$ cat config.mk
export PLATFORM = sky130hd
export DESIGN_NAME = edge_detector_multi
export DESIGN_NICKNAME = d
export VERILOG_FILES = /design/src/rtl/edge_pkg.sv /design/src/rtl/edge_channel.sv /design/src/rtl/edge_detector_multi.sv
export SDC_FILE = /design/constraint.sdc
export NUM_CORES = 1
export LEC_CHECK = 0
export BUFFER_PORTS_ARGS = -buffer_cell sky130_fd_sc_hd__buf_4
export CAP_MARGIN = 40
export CORE_ASPECT_RATIO = 1.25
export CORE_MARGIN = 5
export CORE_UTILIZATION = 51
export CTS_CLUSTER_DIAMETER = 100
export DETAILED_ROUTE_END_ITERATION = 8
export PLACE_DENSITY = 0.91
export RECOVER_POWER = 50
export SLEW_MARGIN = 20
export SYNTH_ARGS = -nofsm -noshare
export SYNTH_HDL_FRONTEND = slang
export SYNTH_SLANG_ARGS = --single-unit
$ cat constraint.sdc
create_clock -name clk -period 3.5 [get_ports clk]
set_input_delay 0.525 -clock clk [delete_from_list [all_inputs] [get_ports clk]]
set_output_delay 0.525 -clock clk [all_outputs]
set_load 0.01 [all_outputs]
$ cat src/rtl/edge_pkg.sv
// edge_pkg: shared mode encodings and debounce counter sizing for edge_detector_multi.
package edge_pkg;
   localparam logic [1:0] MODE_OFF  = 2'b00;
   localparam logic [1:0] MODE_RISE = 2'b01;
   localparam logic [1:0] MODE_FALL = 2'b10;
   localparam logic [1:0] MODE_BOTH = 2'b11;
   function automatic int cnt_width(input int debounce_cycles);
      return (debounce_cycles <= 2) ? 1 : $clog2(debounce_cycles);
   endfunction
endpackage

$ cat src/rtl/edge_channel.sv
// edge_channel: one input line -- synchroniser, debounce filter, edge classifier, sticky flag.
// Ports: clk, rst (async, active-high); signal raw input; mode {fall_en, rise_en};
//        clr sticky clear; out one-cycle edge pulse; level debounced level;
//        pending sticky flag; pending_next next-state of pending for the top-level OR register.
module edge_channel
   import edge_pkg::*;
#(
   parameter int SYNC_STAGES     = 2,
   parameter int DEBOUNCE_CYCLES = 1
) (
   input  logic       clk,
   input  logic       rst,
   input  logic       signal,
   input  logic [1:0] mode,
   input  logic       clr,
   output logic       out,
   output logic       level,
   output logic       pending,
   output logic       pending_next
);
   localparam int CW = cnt_width(DEBOUNCE_CYCLES);
   logic [SYNC_STAGES-1:0] sh;
   logic [CW-1:0]          cnt;
   logic                   sync, accept, hit;
   assign sync = sh[SYNC_STAGES-1];
   // The new value has differed from level for DEBOUNCE_CYCLES consecutive cycles.
   assign accept = (sync != level) && (cnt == CW'(DEBOUNCE_CYCLES - 1));
   // sync is the level being accepted: 1 means a rise, 0 a fall.
   assign hit = accept && (sync ? mode[0] : mode[1]);
   // Set wins over a simultaneous clear.
   assign pending_next = hit || (pending && !clr);
   always_ff @(posedge clk or posedge rst) begin
      if (rst) begin
         sh      <= '0;
         cnt     <= '0;
         level   <= 1'b0;
         out     <= 1'b0;
         pending <= 1'b0;
      end else begin
         sh      <= {sh[SYNC_STAGES-2:0], signal};
         cnt     <= (sync == level || accept) ? '0 : cnt + 1'b1;
         level   <= accept ? sync : level;
         out     <= hit;
         pending <= pending_next;
      end
   end
endmodule

$ cat src/rtl/edge_detector_multi.sv
// edge_detector_multi: CHANNELS independent synchronised, debounced, mode-selected edge detectors.
// Ports: clk, rst (async, active-high); signal raw inputs; mode 2 bits per channel
//        (00 off, 01 rise, 10 fall, 11 both); clr per-channel sticky clear;
//        out edge pulses; level debounced levels; pending sticky flags;
//        any_pending registered OR of pending.
module edge_detector_multi
   import edge_pkg::*;
#(
   parameter int CHANNELS        = 4,
   parameter int SYNC_STAGES     = 2,
   parameter int DEBOUNCE_CYCLES = 1
) (
   input  logic                  clk,
   input  logic                  rst,
   input  logic [CHANNELS-1:0]   signal,
   input  logic [2*CHANNELS-1:0] mode,
   input  logic [CHANNELS-1:0]   clr,
   output logic [CHANNELS-1:0]   out,
   output logic [CHANNELS-1:0]   level,
   output logic [CHANNELS-1:0]   pending,
   output logic                  any_pending
);
   logic [CHANNELS-1:0] pending_next;
   for (genvar i = 0; i < CHANNELS; i++) begin : g_ch
      edge_channel #(
         .SYNC_STAGES    (SYNC_STAGES),
         .DEBOUNCE_CYCLES(DEBOUNCE_CYCLES)
      ) u_ch (
         .clk         (clk),
         .rst         (rst),
         .signal      (signal[i]),
         .mode        (mode[2*i +: 2]),
         .clr         (clr[i]),
         .out         (out[i]),
         .level       (level[i]),
         .pending     (pending[i]),
         .pending_next(pending_next[i])
      );
   end
   // Registered from the next-state so it lines up with pending.
   always_ff @(posedge clk or posedge rst) begin
      if (rst) any_pending <= 1'b0;
      else     any_pending <= |pending_next;
   end
endmodule

# After elaboration in Yosys (flattened, before gate mapping)
# Index checks and enable logic that the tools add are counted.
# W data, S select, Z words.
# word_totals
register_bits	25
input_bits	18
output_inout_bits	13
elab_cells	70
# classes
n_addsub	4
n_eq_ne	8
muxes	8
bitwise_logic	4
n_reduce_logical	25
# ops
cell	n
$logic_and A1 B1 Y1	12
$logic_or A1 B1 Y1	8
$mux W1	8
$add A1 B1 Y1 const B	4
$eq A1 B1 Y1	4
$logic_not A1 Y1	4
$ne A1 B1 Y1	4
$not A1 Y1	4
$reduce_or A4 Y1	1

# Logic depth before layout (Yosys ltp)
# logic_depth
depth_word	5
mapped_depth	3

# Cells and area by module
# A second synthesis with hierarchy kept.
# unflattened
hier_cells	59
area_unflattened_um2	887.1
# by_module_without_submodules
mod	n_inst	cells_each	area_each_um2	seq_area_each_um2
edge_channel	4	14	212.7	150.1
edge_detector_multi	1	3	36.3	25.0

# Worst setup path before layout
# OpenSTA, ideal clock, no wires.
# synth_timing
path_type	input-to-reg
start	input port mode[0]
end	register any_pending
setup_ns	0.142
t_arrival_ns	1.113
required_time_ns	3.358
setup_slack_ns	2.246
cell_stages	3
path_cell_list	and4bb_1 > a211o_1 > nand4b_1
# synth_between
elab_chain_cells	4
# synth_rtl
element	line	text
start, declared	edge_detector_multi.sv:16	input logic [2*CHANNELS-1:0] mode,
$mux W1	edge_channel.sv:29	assign hit = accept && (sync ? mode[0] : mode[1]);
$logic_and A1 B1 Y1	edge_channel.sv:29	
$logic_or A1 B1 Y1	edge_channel.sv:31	assign pending_next = hit || (pending && !clr);
net g_ch[0].u_ch.pending_next	edge_channel.sv:19	output logic pending_next
$reduce_or A4 Y1	edge_detector_multi.sv:43	else any_pending <= |pending_next;
end signal, assigned	edge_detector_multi.sv:43	
end, declared	edge_detector_multi.sv:21	output logic any_pending
# The timed path passes the listed nets, and every way through them passes these cells.
# A chain may end at the register's enable or synchronous reset.

# Worst setup path in the final report
# layout_timing
start	register g_ch[2].u_ch.level
end	output port level[2]
# layout_rtl
element	line	text
start, declared	edge_channel.sv:17	output logic level,
start signal, assigned	edge_channel.sv:42	level <= accept ? sync : level;
end, declared	edge_detector_multi.sv:19	output logic [CHANNELS-1:0] level,
# No word-level cell between the ends.

==> results.md <==
- The initial core utilization is 53.8%.
- The first-pass iteration count of the detailed router is 2.
- The power per cell area is 454 nW/um^2.
- The setup fix buffers added after clock tree synthesis is 0.
- The row count is 17.
- The global routing usage summed across all routing layers is 12.3%.
- Data arrives at the worst endpoint at 890 ps.
- The layout has 137 filler cells.
- The area of the die is 2830 um^2.
- The count of vias placed by the detailed router is 544.
- The number of cells on the worst reg-to-reg path is 3.
- CTS saw 25 sinks.
- Cells with a size suffix above 1 make up 41.9% of the layout.
- The total congestion overflow after global routing is 0.
- STA classifies the critical path endpoint as an output pin.
- The maximum buffer depth of the clock tree is 2.
- Setup violations remaining at the end of the flow were counted as 0.
- The post-synthesis cell count is 67.
- For this run, the number of Yosys warnings is 0.
- The worst voltage drop across the vdd grid is 0.000276 V.
- The area growth from synthesis to layout is 21.1%.
- By area the synthesized netlist is led by dfrtp_1, buf_4, and4bb_1.
- The cell with the largest stage delay on the worst path is dfrtp_1.
- Using the TritonRoute via totals, the vias-per-cell ratio works out to 4.86.
- Wires add up to 1.53 mm.
- The worst setup path is launched from a flip-flop.
- The floorplan die width is 48.6 um.
- The synthesized design spends more area on one cell type than any other, namely dfrtp_1.
- The number of global-route vias before repair is 600.
- The DRC violation count after routing is 0.
- The critical path goes through buf_4.
- Counting distinct cell types in the post-synthesis netlist gives 15.
- The region available for standard cell placement spans 1770 um^2.
- The final weighted congestion of routability-driven global placement is 0.672.
- The initial antenna violation count is 0.
- After layout, the worst path uses 40.5% of the clock period.
- The mapped netlist covers 950 um^2.
- The end of the worst register-to-register path is any_pending.
- The number of pins with negative max-slew slack in the final report is 0.
- Clock tree synthesis inserted a total of 3 buffers.
- The min-delay analysis places its worst path in the category in2async.
- The repair_antennas step left the layout with diodes totalling 0.
- After the last flow step, the layout net total stands at 112.
- The proportion of synthesized chip area in sequential cells is 65.9%.
- Across the run, the number of max-cap violations was 0.
- The CTS tree is done.
- Detailed placement ended at an HPWL of 1.21 mm.
- Clock skew on the completed layout was measured at 1.49 ps.
- The worst path needs 1420 ps of the cycle, external delays included.
- The count of hold-fix buffers inserted at cts is 0.
- The maximum level of the CTS H-tree is 1.
- After synthesis, the largest area contributor takes up 65.9% of total cell area.
- The slew at the pin with the worst max-slew slack is 1000 ps.
- Setup repair after global routing left no endpoint under its margin.
- After routing, the total negative slack on setup checks comes to 0 ps.
- The flop and latch count out of synthesis is 25.
- The antenna violation net count after detailed routing is 0.
- The largest fanout on the critical path is 4.
- The buffering stage count on the worst path with inverters included is 1.
- The average size of a mapped cell is 14.2 um^2.
- The reg-to-reg startpoint is g_ch[2].u_ch.sh[1].
- For this run, the top clock speed supported by timing is 705 MHz.
- Clock-pin slew was measured on the worst setup and hold paths at 120 ps.
- The number of gates resized after CTS was 0.
- For this run, the slowest stage of the critical path takes 430 ps.
- The wire length per cell is 13.7 um.
- The first global-routing pass estimated 2.63 mm of wire.
- The count of input and output buffers is 30.
- 31 I/O pins were placed.
- The height of the chip is 58.2 um.
- The hold slack is 119 ps.
- Broken down by cell family, the worst path's largest delay share belongs to flip-flops.
- The initial detailed-routing violation count is 1.
- The later pin in the worst-skew pair is clocked with a latency of 310 ps.
- The hold violation count in the final report was 0.
- The worst register-to-register path has a setup slack of 2230 ps.
- The tree is rooted in a clkbuf_4.
- The type of the worst setup path is reg2out.
- The maximum number of pins on one net before global-route repair is 20.
- The run finished with clean final reports.
- The required time of the worst setup path is 2970 ps.
- The worst slew margin relative to its limit is 33.4%.
- For this design the static power due to leakage is 0.000606 uW.
==> where the power goes <==
part           internal [uW]  leakage, uW  switching (uW)  total [uW]
logic                   44.5     0.000287            30.8        75.3
clock network           44.5    0.0000150            79.1         124
registers                310     0.000304            12.3         323
total                    400     0.000606             122         522
==> logic make-up (layout without fill, tap and decap cells) <==
group,after synthesis,after routing,share of synthesized area [%]
buf+inv,17,40,11.5
compound gates,5,5,4.61
other cells,1,4,0.395
mux,4,4,4.74
simple gates,15,15,12.9
flops,25,25,65.9
==> Yosys cell counts <==
cell type	n
a211o_1	1
a311oi_1	2
a31o_2	2
and4bb_1	4
buf_4	12
conb_1	1
dfrtp_1	25
inv_1	5
mux2_2	4
nand4b_1	1
nor2_1	2
nor2b_1	3
nor3_1	1
nor4bb_1	2
or2_1	2
==> worst max path at each step <==
stage,start,end,slack (ps),depth (start not counted)
5_1_grt,rst,g_ch[2].u_ch.out,1930,3
2_1_floorplan,mode[0],any_pending,2250,3
6_report,g_ch[2].u_ch.level,level[2],2080,1
4_1_cts,g_ch[2].u_ch.level,level[2],2070,1
3_5_place_dp,mode[3],any_pending,2020,4
3_3_place_gp,mode[3],any_pending,2060,4
==> area by class of cell <==
type                    instances  area (um^2)  area share (%)
repair buffers                 31          229            19.9
inverters                       5         18.8            1.63
flip-flops and latches         25          626            54.4
multi-input cells              28          226            19.7
clock buffers                   4         26.3            2.29
well taps                      19         23.8            2.07
==> flip-flops by register name, indices dropped and copies added, names as in the netlist <==
| register | flops |
|---|---|
| g_ch.u_ch.sh | 8 |
| g_ch.u_ch.out | 4 |
| g_ch.u_ch.pending | 4 |
| any_pending | 1 |
| g_ch.u_ch.level | 4 |
| g_ch.u_ch.cnt | 4 |
==> layer usage <==
metal	up-vias	GRT usage, %	share of wire, %
met5	-	0	0
met4	0	6.92	0.98
met3	2	4.63	7.7
met2	23	20.7	52
met1	256	13.2	39
li1	263	-	-
==> per-stage QoR <==
stage	cell area (um^2)	utilization [%]	setup slack, ps	cells	power (uW)
after floorplan	961	-	2250	70	377
after global placement	1120	63.4	2060	107	401
after detailed placement	1150	65.0	2020	108	409
after CTS	1170	66.5	2070	112	531
after global routing	1150	65.1	1930	112	550
final	1150	65.1	2080	112	522
==> cell usage in the layout, fill, tap and decap left out <==
master	synthesis	final
a31o_2	2	2
nor2_1	2	2
a311oi_1	2	2
clkbuf_1	0	2
clkbuf_4	0	8
dfrtp_1	25	25
a211o_1	1	1
inv_1	5	5
conb_1	1	4
or2_1	2	2
nor3_1	1	1
buf_4	12	25
mux2_2	4	4
nor4bb_1	2	2
nand4b_1	1	1
and4bb_1	4	4
nor2b_1	3	3
==> worst reg2reg max path, delay by kind of cell (launching register included) <==
family	cells	cell delay, ps
AO/OA/AOI/OAI	1	320
flip-flops	1	420
AND/OR/NAND/NOR	2	400
Power figures use the tool's default switching activity.
